===== src/rtl/maquina_sencilla_pkg.sv =====
// +--------------------------------------------------------------------+
// | maquina_sencilla_pkg: opcodes, FSM encoding, instruction fields    |
// | Rev 1.0                                                            |
// +--------------------------------------------------------------------+
`default_nettype none

package maquina_sencilla_pkg;

  localparam logic [1:0] OP_ADD = 2'b00;
  localparam logic [1:0] OP_CMP = 2'b01;
  localparam logic [1:0] OP_MOV = 2'b10;
  localparam logic [1:0] OP_BEQ = 2'b11;

  localparam logic [2:0] S_FETCH  = 3'd0;
  localparam logic [2:0] S_DECODE = 3'd1;
  localparam logic [2:0] S_RD_SRC = 3'd2;
  localparam logic [2:0] S_RD_DST = 3'd3;
  localparam logic [2:0] S_EXEC   = 3'd4;
  localparam logic [2:0] S_WR     = 3'd5;

  function automatic logic [31:0] get_field(input logic [63:0] word,
                                            input int unsigned lsb,
                                            input int unsigned width);
    logic [63:0] mask;
    mask = (64'd1 << width) - 64'd1;
    return 32'((word >> lsb) & mask);
  endfunction

  function automatic logic [1:0] get_opcode(input logic [63:0] word, input int unsigned addr_w);
    return 2'(get_field(word, 2 * addr_w, 2));
  endfunction

  function automatic logic [31:0] get_src(input logic [63:0] word, input int unsigned addr_w);
    return get_field(word, addr_w, addr_w);
  endfunction

  function automatic logic [31:0] get_dst(input logic [63:0] word, input int unsigned addr_w);
    return get_field(word, 0, addr_w);
  endfunction

endpackage

`default_nettype wire


===== src/rtl/maquina_sencilla_param_alu.sv =====
// +--------------------------------------------------------------------+
// | ms_alu: combinational adder, equality compare and zero detect      |
// | Rev 1.0                                                            |
// +--------------------------------------------------------------------+
`default_nettype none

module ms_alu #(
  parameter int DATA_W = 16
) (
  input  logic [DATA_W-1:0] a,
  input  logic [DATA_W-1:0] b,
  output logic [DATA_W-1:0] sum,
  output logic              eq,
  output logic              zero
);

  assign sum  = a + b;
  assign eq   = (a == b);
  assign zero = (sum == '0);

endmodule

`default_nettype wire


===== src/rtl/maquina_sencilla_param.sv =====
// +--------------------------------------------------------------------+
// | maquina_sencilla_param: 4-opcode multicycle CPU, sync RAM + IO     |
// | Rev 1.0                                                            |
// +--------------------------------------------------------------------+
`default_nettype none

module maquina_sencilla_param
  import maquina_sencilla_pkg::*;
#(
  parameter int DATA_W = 16,
  parameter int ADDR_W = 7,
  parameter int IO_CH  = 4
) (
  input  logic                    clk,
  input  logic                    reset,
  output logic [ADDR_W-1:0]       mem_addr,
  input  logic [DATA_W-1:0]       mem_rdata,
  output logic [DATA_W-1:0]       mem_wdata,
  output logic                    mem_we,
  input  logic [IO_CH*DATA_W-1:0] in_data,
  input  logic [IO_CH-1:0]        in_valid,
  output logic [IO_CH-1:0]        in_ready,
  output logic [DATA_W-1:0]       out_data,
  output logic [IO_CH-1:0]        out_valid,
  input  logic [IO_CH-1:0]        out_ready,
  output logic                    fz,
  output logic [ADDR_W-1:0]       pc,
  output logic                    stall
);

  localparam logic [ADDR_W-1:0] C_IO_BASE = ADDR_W'((1 << ADDR_W) - IO_CH);

  logic [2:0]        r_state;
  logic [DATA_W-1:0] r_ir, r_a, r_b, r_result;
  logic              r_fz, r_first;
  logic [ADDR_W-1:0] r_pc;

  logic [1:0]        w_op, w_dec_op;
  logic [ADDR_W-1:0] w_src, w_dst, w_dec_dst;
  logic              w_src_io, w_dst_io, w_dst_reads_in;
  logic [IO_CH-1:0]  w_src_sel, w_dst_sel;
  logic [DATA_W-1:0] w_src_data, w_dst_data, w_a_now, w_b_op, w_sum;
  logic              w_src_valid, w_dst_valid, w_dst_ready, w_eq, w_zero;

  assign w_dec_op  = get_opcode(64'(mem_rdata), ADDR_W);
  assign w_dec_dst = ADDR_W'(get_dst(64'(mem_rdata), ADDR_W));
  assign w_op      = get_opcode(64'(r_ir), ADDR_W);
  assign w_src     = ADDR_W'(get_src(64'(r_ir), ADDR_W));
  assign w_dst     = ADDR_W'(get_dst(64'(r_ir), ADDR_W));
  assign w_src_io  = (w_src >= C_IO_BASE);
  assign w_dst_io  = (w_dst >= C_IO_BASE);
  // MOV never reads its destination, so an IO destination is output-only
  assign w_dst_reads_in = w_dst_io && (w_op != OP_MOV);

  always_comb begin
    w_src_sel  = '0;
    w_dst_sel  = '0;
    w_src_data = '0;
    w_dst_data = '0;
    for (int k = 0; k < IO_CH; k++) begin
      w_src_sel[k] = w_src_io && (w_src == C_IO_BASE + ADDR_W'(k));
      w_dst_sel[k] = w_dst_io && (w_dst == C_IO_BASE + ADDR_W'(k));
      if (w_src_sel[k]) w_src_data = in_data[k*DATA_W +: DATA_W];
      if (w_dst_sel[k]) w_dst_data = in_data[k*DATA_W +: DATA_W];
    end
  end

  assign w_src_valid = |(in_valid & w_src_sel);
  assign w_dst_valid = |(in_valid & w_dst_sel);
  assign w_dst_ready = |(out_ready & w_dst_sel);
  assign w_a_now     = (r_first && !w_src_io) ? mem_rdata : r_a;
  assign w_b_op      = w_dst_io ? r_b : mem_rdata;

  ms_alu #(.DATA_W(DATA_W)) u_alu (
    .a    (r_a),
    .b    (w_b_op),
    .sum  (w_sum),
    .eq   (w_eq),
    .zero (w_zero)
  );

  always_ff @(posedge clk or negedge reset) begin
    if (!reset) begin
      r_state  <= S_FETCH;
      r_pc     <= '0;
      r_fz     <= 1'b0;
      r_ir     <= '0;
      r_a      <= '0;
      r_b      <= '0;
      r_result <= '0;
      r_first  <= 1'b0;
    end else begin
      case (r_state)
        S_FETCH: r_state <= S_DECODE;
        S_DECODE: begin
          r_ir <= mem_rdata;
          if (w_dec_op == OP_BEQ) begin
            r_pc    <= r_fz ? w_dec_dst : r_pc + 1'b1;
            r_state <= S_FETCH;
          end else begin
            r_pc    <= r_pc + 1'b1;
            r_state <= S_RD_SRC;
          end
        end
        S_RD_SRC: begin
          if (!w_src_io || w_src_valid) begin
            if (w_src_io) r_a <= w_src_data;
            r_first <= 1'b1;
            r_state <= S_RD_DST;
          end
        end
        S_RD_DST: begin
          r_first <= 1'b0;
          r_a     <= w_a_now;
          if (w_op == OP_MOV) begin
            r_result <= w_a_now;
            r_state  <= S_WR;
          end else if (!w_dst_reads_in || w_dst_valid) begin
            if (w_dst_reads_in) r_b <= w_dst_data;
            r_state <= S_EXEC;
          end
        end
        S_EXEC: begin
          r_b <= w_b_op;
          if (w_op == OP_CMP) begin
            r_fz    <= w_eq;
            r_state <= S_FETCH;
          end else begin
            r_result <= w_sum;
            r_fz     <= w_zero;
            r_state  <= S_WR;
          end
        end
        S_WR: begin
          if (!w_dst_io || w_dst_ready) r_state <= S_FETCH;
        end
        default: r_state <= S_FETCH;
      endcase
    end
  end

  always_comb begin
    mem_addr  = '0;
    in_ready  = '0;
    out_valid = '0;
    stall     = 1'b0;
    case (r_state)
      S_FETCH:  mem_addr = r_pc;
      S_RD_SRC: begin
        mem_addr = w_src;
        if (w_src_io) begin
          in_ready = in_valid & w_src_sel;
          stall    = !w_src_valid;
        end
      end
      S_RD_DST: begin
        mem_addr = w_dst;
        if (w_dst_reads_in) begin
          in_ready = in_valid & w_dst_sel;
          stall    = !w_dst_valid;
        end
      end
      S_WR: begin
        mem_addr  = w_dst;
        out_valid = w_dst_sel;
        stall     = w_dst_io && !w_dst_ready;
      end
      default: ;
    endcase
  end

  assign mem_we    = (r_state == S_WR) && !w_dst_io;
  assign mem_wdata = r_result;
  assign out_data  = (|out_valid) ? r_result : '0;
  assign fz        = r_fz;
  assign pc        = r_pc;

endmodule

`default_nettype wire


===== config.mk =====
export PLATFORM = sky130hd
export DESIGN_NAME = maquina_sencilla_param
export DESIGN_NICKNAME = d
export VERILOG_FILES = /design/src/rtl/maquina_sencilla_pkg.sv /design/src/rtl/maquina_sencilla_param_alu.sv /design/src/rtl/maquina_sencilla_param.sv
export SDC_FILE = /design/constraint.sdc
export NUM_CORES = 1
export LEC_CHECK = 0
export CAP_MARGIN = 0
export CORE_MARGIN = 2
export CORE_UTILIZATION = 51
export CTS_CLUSTER_DIAMETER = 60
export CTS_CLUSTER_SIZE = 28
export DETAILED_ROUTE_END_ITERATION = 16
export MAX_ROUTING_LAYER = met4
export PLACE_DENSITY = 0.82
export SYNTH_ARGS = -nofsm -noshare
export SYNTH_HDL_FRONTEND = slang
export SYNTH_SLANG_ARGS = --single-unit

===== constraint.sdc =====
create_clock -name clk -period 4.21 [get_ports clk]
set_input_delay 0.842 -clock clk [delete_from_list [all_inputs] [get_ports clk]]
set_output_delay 0.842 -clock clk [all_outputs]
set_load 0.01 [all_outputs]

# Yosys cells after proc, flatten, opt, wreduce, memory -nomap -nowiden
# Cells that the tools add are included.
[word_totals] regBits=76 input_bits=90 output_inout_bits=57 word_cells=118
[op_classes] n_addsub=2 magnitude_cmp=2 eq_ne=27 n_mux=41 bitwise=3 n_reduce_logical=35
[ops] operator="two-way mux 16 bit" count=18
[ops] operator="case mux 16 bit (2 select lines)" count=3
[ops] operator="== test 7 bit (second input constant)" count=8
[ops] operator="case mux 7 bit (3 select lines)" count=1
[ops] operator="!= test 2 bit (second input constant)" count=9
[ops] operator="case mux 3 bit (6 select lines)" count=1
[ops] operator="adder 16 bit" count=1
[ops] operator="== test 16 bit" count=1
[ops] operator="zero test 16 bit" count=1
[ops] operator="OR reduction 4 bit" count=4
[ops] operator="two-way mux 3 bit" count=5
[ops] operator="greater-or-equal comparator 7 bit (second input constant)" count=2
[ops] operator="two-way mux 7 bit" count=2
[ops] operator="bitwise AND 4 bit" count=3
[ops] operator="logical AND 1 bit" count=12
[ops] operator="two-way mux 4 bit" count=3
[ops] operator="AND reduction 3 bit" count=3
[ops] operator="case mux 4 bit (2 select lines)" count=1
[ops] operator="adder 7 x 1 -> 7 bit (second input constant)" count=1
[ops] operator="== test 3 x 2 -> 1 bit (second input constant)" count=2
[ops] operator="== test 3 bit (second input constant)" count=2
[ops] operator="zero test 1 bit" count=6
[ops] operator="== test 2 bit (second input constant)" count=2
[ops] operator="two-way mux 1 bit" count=4
[ops] operator="12 further kinds" count=15

# Depth between registers and ports, before layout
# Gate-level depths: netlist of the first run.
[depth] ltp_word=10 depth_mapped=15 mapped_depth_nobuf=13

# By module
# Synthesis of the first run repeated with hierarchy kept, for this count alone.
[unflattened] hier_cells=682 hier_area_um2=6065.8
[by_module_without_submodules] module="maquina_sencilla_param" instances=1 cells_each=586 area_per_inst_um2=5328.9 seq_area_each_um2=1901.8
[by_module_without_submodules] module="ms_alu" instances=1 cells_each=96 area_per_inst_um2=737.0 seq_area_each_um2=0.0

# Worst setup path after synthesis of the first run
# OpenSTA, ideal clock, no wires.
[synth_timing] path_type="flip-flop to flip-flop" start="register r_ir[6]" end="register r_fz, in the netlist fz" setup_ns=0.092 arrival_time_ns=3.527 t_required_ns=4.118 slack_ns=0.591 path_stages_with_launch=16 n_path_buf=2 period_less_slack_ns=3.619 cell_sequence="dfrtp_1 and3_1 nand3_1 buf_2 buf_1 mux2_2 ha_1 fa_1 nand3_1 a21oi_1 or3_4 a2111oi_4 nand4_1 nor4_2 nand4b_1 o31ai_2"
[synth_between] elab_chain_len=5 elab_cells_between_ends=6 cone_classes="add/sub: 1; order compare: 1; eq/ne: 1; mux: 2; reduce/logical: 1"
[synth_rtl] item="start, declared" line_no="maquina_sencilla_param.sv:34" source="logic [DATA_W-1:0] r_ir, r_a, r_b, r_result;"
[synth_rtl] item="start signal, assigned" line_no="maquina_sencilla_param.sv:96" source="r_ir <= mem_rdata;"
[synth_rtl] item="greater-or-equal comparator 7 bit (*)" line_no="maquina_sencilla_param.sv:51" source="assign w_dst_io = (w_dst >= C_IO_BASE);"
[synth_rtl] item="two-way mux 16 bit (*)" line_no="maquina_sencilla_param.sv:72" source="assign w_b_op = w_dst_io ? r_b : mem_rdata;"
[synth_rtl] item="adder 16 bit" line_no="maquina_sencilla_param_alu.sv:17" source="assign sum = a + b;"
[synth_rtl] item="zero test 16 bit" line_no="maquina_sencilla_param_alu.sv:19" source="assign zero = (sum == '0);"
[synth_rtl] item="two-way mux 1 bit (*)" line_no="maquina_sencilla_param.sv:125" source="if (w_op == OP_CMP) begin"
[synth_rtl] item="end signal, assigned" line_no="maquina_sencilla_param.sv:126" source="r_fz <= w_eq;"
[synth_rtl] item="end signal, assigned" line_no="maquina_sencilla_param.sv:130" source="r_fz <= w_zero;"
[synth_rtl] item="end, declared" line_no="maquina_sencilla_param.sv:35" source="logic r_fz, r_first;"
# Mark *: on every way between the ends. The rest lies on a longest branch, timed or not.
# A chain may end at the register's enable or synchronous reset.

# Worst setup path in the final report of the first run
[layout_timing] start="register r_ir[6]" end="output port stall"
[layout_between] elab_chain_len=7 elab_cells_between_ends=19 cone_classes="order compare: 1; eq/ne: 4; mux: 2; bitwise: 2; reduce/logical: 10"
[layout_rtl] item="greater-or-equal comparator 7 bit / == test 7 bit (equally long branches)" line_no="maquina_sencilla_param.sv:51, maquina_sencilla_param.sv:62"
[layout_rtl] item="logical AND 1 bit" line_no="maquina_sencilla_param.sv:62" source="w_dst_sel[k] = w_dst_io && (w_dst == C_IO_BASE + ADDR_W'(k));"
[layout_rtl] item="bitwise AND 4 bit, on equally long branches" line_no="maquina_sencilla_param.sv:69, maquina_sencilla_param.sv:70"
[layout_rtl] item="OR reduction 4 bit, on equally long branches" line_no="maquina_sencilla_param.sv:69, maquina_sencilla_param.sv:70"
[layout_rtl] item="zero test 1 bit, on equally long branches" line_no="maquina_sencilla_param.sv:160, maquina_sencilla_param.sv:166"
[layout_rtl] item="two-way mux 1 bit / logical AND 1 bit (equally long branches)" line_no="maquina_sencilla_param.sv:158, maquina_sencilla_param.sv:166"
[layout_rtl] item="case mux 1 bit (3 select lines) (*)" line_no="maquina_sencilla_param.sv:147" source="case (r_state)"
[layout_rtl] item="end, declared" line_no="maquina_sencilla_param.sv:28" source="output logic stall"
# Marks and branches as above.

==> results by group, run 1 <==
Route
  – DRT Pass-1 Iters: 5
  – Final wirelength: ~19 mm
  – Vias post-DR: 5614
  – Drt drc: 0
  – Initial DRC count: 447
  – Vias per inst: 6.37
  – Antenna Violating Nets Remaining: 0
  – DR WL/cell: between 20 and 25 um

Clocking
  – Clock Pin Slew Worst Setup and Hold Paths: approximately 60 ps
  – CTS Root Cell: clkbuf_16
  – Max clock buf depth: 2
  – Post-CTS Hold Buffers: 0
  – Post-CTS Setup Bufs: 0
  – TritonCTS Buffers: 9
  – CTS resizes: 0
  – CTS tree: built
  – Clock Sinks: 76
  – H-tree Lvls: 3
  – Clock latency on the worst-skew pair: 340 ps

STA
  – Fmax: between 0.2 and 0.3 GHz
  – Hold Vio Cnt, Final: 0
  – Final Critical Period: 3900 ps
  – Period utilization: 92.6%
  – Hold slack: 507 ps
  – Slew headroom: 15.4%
  – Slew @ Worst Pin: between 1000 and 1500 ps
  – Max Slew Vio Count: 0
  – Layout Skew: 4.57 ps
  – RSZ-0062 raised after global routing: false
  – Fin Setup TNS: 0 ps
  – # setup viols final: 0

Global route
  – Tot GR Track Use: 31.5%
  – Met3 GRT Util: 4.32%
  – Pin count of the biggest net entering global routing: 35
  – Overflow after GRT: 0
  – First-pass GRT wire length: 30.2 mm
  – Vias in the first global route: ~5.6k
  – GR Util met2: 52.3%
  – Initial antenna violation count: 0
  – Met1 Use GR: about two fifths
  – GRT Max-Usage Layer: met2

Floorplanning
  – Die footprint: around 13000 um^2
  – Die H: approximately 110 um
  – Core area: between 10000 and 15000 um^2
  – Rows: 39
  – Chip Width: 112 um
  – Starting Density: between 50% and 60%
  – # IOs: 147

Critical path
  – Worst EP required: between 3000 and 4000 ps
  – Critical path launch point: r_ir[6]
  – Worst endpoint data arrival time: just over 3000 ps
  – Crit path max fanout: 11
  – Worst Setup End Kind: output pin
  – Reg2reg start: r_ir[6]
  – R2R cell count: 13
  – R2r endpoint: fz
  – Worst setup path class: flip-flop to output pin
  – Setup crit start kind: flip-flop
  – Reg2reg setup slack: 400 ps

Synthesis
  – Yosys top cell area share: 31.7%
  – Mapped Nets: approximately 700
  – Post-synthesis cell count: 593
  – Synth Register Bits: 76
  – Synth warn: 0
  – Synthesized cell area: around 6000 um^2
  – Synth area leaders: dfrtp_1 (32%), mux4_2 (13%), mux2_2 (9.4%)
  – Distinct cells, synth: 62
  – Number of synthesized flops with an enable pin: 0
  – Yosys top cell by area: dfrtp_1
  – Main flop type after synthesis: dfrtp_1
  – Top cells by instance count after synthesis: dfrtp_1 (76), nand2_1 (63), mux2_2 (50), o21ai_0 (50), mux4_2 (35)
  – Syn_area_per_cell: 10.1 um^2
  – Seq/Total Area, Yosys: 31.7%
  – Count leader, synth: dfrtp_1
  – Async set-reset flop share out of synthesis: 100%

Outcome
  – Outcome: complete, no violations

Layout
  – # diodes: 0
  – Area Growth Syn to Fin: 31.9%
  – Nets: between 800 and 900
  – Share of cells above drive strength 1: a little under a fifth

Power and ir drop
  – P_leak: 3.28 nW
  – Peak supply drop: 463 uV
  – P per Cell Area: 719 nW/um^2

Placement
  – PortBufs: 146
  – Detailed Place HPWL: 14.6 mm
  – Routability cong.: roughly 0.94

Flow run
  – Max cap viols: 0

Hold path
  – Hold Crit Class: input pin to asynchronous set/reset pin
[kinds of logic after synthesis]
logic type | after synthesis | synth area share [%]
buffers and inverters | 48 | 3.59
adders and majority gates | 20 | 4.30
and+or+nand+nor | 168 | 14.0
DFF | 76 | 31.7
xor gates and xnor gates | 12 | 1.75
AOI/OAI and AO/OA | 159 | 17.9
muxes | 110 | 26.7
[cells in the final DEF (no fill, tap or decap), types with 22 or more instances in the layout]
cell and n:
a21oi_1 30, dfrtp_1 76, mux4_2 35, o21ai_0 50
buf_4 22, clkdlybuf4s50_1 145, mux2i_1 25, nand2_1 63
a22o_1 33, nor2_1 22, mux2_2 50
[final cells by class]
cell class / count / area, um^2
Clock inverter: 5 / 35.0
Tap cell: 143 / 179
Fill cell: 862 / 3560
Clock buffer: 11 / 253
Sequential cell: 76 / 1900
Timing Repair Buffer: 168 / 1620
Multi-Input combinational cell: 469 / 3880
Inverter: 9 / 33.8
[where the power goes]
part	internal (mW)	total [mW]	switching, mW	leakage (nW)
clock	0.433	0.760	0.327	0.142
sequential	1.09	1.47	0.380	0.923
combinational	1.68	3.45	1.77	2.22
[metrics by stage]
step	power (mW)	cells	setup WS [ps]	area, um^2	utilization (%)
global placement	4.78	865	302	7620	66.4
CTS	5.64	881	376	7910	68.9
global route	6.03	881	178	7910	68.9
detailed placement	4.85	865	170	7620	66.4
floorplan	3.74	593	591	5990	-
finish	5.68	881	313	7910	68.9
[flip-flops by register name, indices dropped and copies added, names as in the netlist]
| name | cells |
|---|---|
| r_ir | 16 |
| r_a | 16 |
| fz | 1 |
| r_first | 1 |
| r_state | 3 |
| mem_wdata | 16 |
| pc | 7 |
| r_b | 16 |
[worst max-delay path: stages (launching register included)]
cell and delay [ps]:
dfrtp_1 380, and3_1 170, nand3_1 450, buf_4 370, or3_1 420, o41a_1 140, o21ai_1 190, clkdlybuf4s50_1 600
[worst max path at each step]
stage                       end  slack [ps]  cells past startpoint
final                     stall         310                      7
after global routing         fz         180                     13
after detailed placement     fz         170                     12
after floorplan              fz         590                     15
after CTS                 stall         380                      7
after global placement       fz         300                     12
[per-layer routing]
layer	wire length, um	vias up
met5	0	-
met4	530	0
met3	1290	34
met2	9600	267
met1	7770	2782
li1	-	2531
Note: power is estimated with default switching activity, not from simulation.
==> run 2: changes to the inputs <==
--- a/config.mk
+++ b/config.mk
@@ -6,7 +6,6 @@
 export NUM_CORES = 1
 export LEC_CHECK = 0
 export CAP_MARGIN = 0
-export CORE_MARGIN = 2
 export CORE_UTILIZATION = 51
 export CTS_CLUSTER_DIAMETER = 60
 export CTS_CLUSTER_SIZE = 28
==> results by group, run 2 (synthesis gave the netlist of run 1 again) <==
Outcome
  – Outcome: complete, no violations

Power and ir drop
  – Clk pwr share: 13.9% (+0.5 points)
  – Register share of total power: 25.3% (-0.6 points)
  – Comb pwr share: 60.9% (+0.2 points)
  – Peak supply drop: 416 uV (-10%)
  – Pwr Total: 5.73 mW (+0.86%)
  – Pint: 3.24 mW (+1.1%)
  – P_sw: 2.49 mW (+0.56%)
  – Sw Ratio: 43.5% (-0.13 points)
  – P per Cell Area: 723 nW/um^2 (+0.59%)
  – P_leak: 3.29 nW (+0.21%)

Route
  – Initial DRC count: 421 (-5.8%)
  – Final wirelength: 19.2 mm (about the same)
  – DR WL/cell: 21.8 um (about the same)
  – Vias post-DR: 5581 (-0.59%)
  – DRT Pass-1 Iters: 7 (+2)
  – Antenna Violating Nets Remaining: 0 (unchanged)
  – Drt drc: 0 (unchanged)
  – Vias per inst: 6.33 (-0.70%)

Critical path
  – CP most frequent cell: clkdlybuf4s50_1
  – WP buf/inv: 2 (unchanged)
  – Worst setup path class: input pin to output pin
  – Crit path max fanout: 3 (-8)
  – Setup crit start kind: input pin
  – Crit path cell chain: clkdlybuf4s50_1 > mux4_2 > or3_1 > o41a_1 > o21ai_1 > clkdlybuf4s50_1
  – Worst Setup End Kind: output pin
  – Crit path largest cell delay: 590 ps (about the same)
  – Slowest cell on the critical path: clkdlybuf4s50_1
  – Worst EP required: 3370 ps (about the same)
  – Top delay family on crit path: buffers and inverters
  – R2R cell count: 14 (+1)
  – WP depth: 6 (-1)
  – Worst endpoint data arrival time: 2940 ps (-110 ps)

Clocking
  – TritonCTS Buffers: 9 (unchanged)
  – Post-CTS Setup Bufs: 0 (unchanged)
  – Clock Sinks: 76 (unchanged)
  – H-tree Lvls: 3 (unchanged)
  – CTS Root Cell: clkbuf_16
  – Post-CTS Hold Buffers: 0 (unchanged)
  – CTS resizes: 0 (unchanged)
  – CTS tree: built
  – Clock latency on the worst-skew pair: 350 ps (about the same)
  – Clock Pin Slew Worst Setup and Hold Paths: 60 ps (about the same)
  – Max clock buf depth: 2 (unchanged)

STA
  – Post-route setup slack: 432 ps (+119 ps)
  – Period utilization: 89.7% (-2.8 points)
  – Fin Setup TNS: 0 ps (unchanged)
  – Max Slew Vio Count: 0 (unchanged)
  – Final Critical Period: 3780 ps (-119 ps)
  – Slew @ Worst Pin: 1000 ps (-262 ps)
  – Hold slack: 457 ps (-50.5 ps)
  – RSZ-0062 raised after global routing: false
  – Fmax: 0.265 GHz (+3.1%)
  – # setup viols final: 0 (unchanged)
  – Hold Vio Cnt, Final: 0 (unchanged)
  – Slew headroom: 33.0% (+18 points)
  – Layout Skew: 6.76 ps (+2.19 ps)

Placement
  – PortBufs: 146 (unchanged)
  – DP Worst Slack: 291 ps (+120 ps)
  – Detailed Place HPWL: 14.8 mm (+1.1%)
  – Routability cong.: 0.923 (-2.2%)

Global route
  – GR Util met2: 53.7% (+1.4 points)
  – GRT Max-Usage Layer: met2
  – Pin count of the biggest net entering global routing: 35 (unchanged)
  – First-pass GRT wire length: 30.6 mm (+1.5%)
  – Vias in the first global route: 5659 (+0.18%)
  – Overflow after GRT: 0 (unchanged)
  – Tot GR Track Use: 33.2% (+1.7 points)
  – Met3 GRT Util: 5.98% (+1.7 points)
  – Met1 Use GR: 40.9% (+0.94 points)
  – Initial antenna violation count: 0 (unchanged)

Layout
  – Nets: 844 (+0.12%)
  – # diodes: 0 (unchanged)
  – Seq. cell area: 1900 um^2 (unchanged)
  – Commonest non-fill, non-tap cell in the layout: clkdlybuf4s50_1
  – Area Growth Syn to Fin: 32.3%
  – Area of the multi-input gates: 3880 um^2 (unchanged)
  – Final Core Density: 69.4% (+0.48 points)
  – FILL cells: 889 (+3.1%)
  – Commonest non-fill, non-tap cells in the layout: clkdlybuf4s50_1 (145), dfrtp_1 (76), nand2_1 (63)
  – Share of cells above drive strength 1: 19.1% (+0.11 points)

Flow run
  – Max cap viols: 0 (unchanged)

Hold path
  – Hold Crit Class: input pin to asynchronous set/reset pin

Floorplanning
  – Rows: 39 (unchanged)
  – Starting Density: 52.5% (+0.22 points)
  – # IOs: 147 (unchanged)
  – Core area: 11400 um^2 (-0.42%)
  – Die footprint: 12200 um^2 (-3.5%)
  – Die H: 110 um (-1.8%)
  – Chip Width: 110 um (-1.8%)
-- run 2: worst reg2reg max path, stage by stage, from the launching register on --
cell and delay (ps):
dfrtp_1 400, and3_1 170, nand3_1 80, buf_4 300, mux2_2 400, ha_1 220, fa_1 410, nand3_1 140
a21oi_1 90, or3_4 350, a2111oi_4 360, nand4_1 160, nor4_2 160, nand4b_1 170, o31ai_2 200
-- run 2: power by group through the flow --
| stage | clock, mW | combinational (mW) | sequential (mW) |
|---|---|---|---|
| 2_1_floorplan | 0 | 2.38 | 1.36 |
| 3_3_place_gp | 0 | 3.39 | 1.42 |
| 3_5_place_dp | 0 | 3.44 | 1.45 |
| 4_1_cts | 0.804 | 3.47 | 1.44 |
| 5_1_grt | 0.833 | 3.75 | 1.50 |
| 6_report | 0.794 | 3.49 | 1.45 |
-- run 2: metrics by stage --
stage,area (um^2),instances
4_1_cts,7930,882
5_1_grt,7930,882
2_1_floorplan,5990,593
3_5_place_dp,7630,866
6_report,7930,882
3_3_place_gp,7630,866
-- run 2: path summary, 6_finish.rpt --
kind	from	endpoint	slack [ps]
max reg2reg	r_ir[3]	fz	540
min in group clk	r_b[8]	r_b[8]	500
min	reset	pc[0]	460
max in group asynchronous	reset	mem_wdata[9]	2960
max	out_ready[0]	stall	430
min reg2reg	r_b[8]	r_b[8]	500
-- run 2: area by class of cell --
cell class,count,area share [%]
tap,143,2.26
clock inverter,7,0.963
sequential,76,24.0
timing repair buffer,169,20.5
multi-input combinational,469,49.0
inverter,9,0.426
clock buffer,9,2.84
-- run 2: routing by layer --
metal | up-vias | part of all wire, %
met3 | 35 | 6.5
li1 | 2540 | -
met2 | 233 | 49
met1 | 2773 | 41
met5 | - | 0
met4 | 0 | 3.2
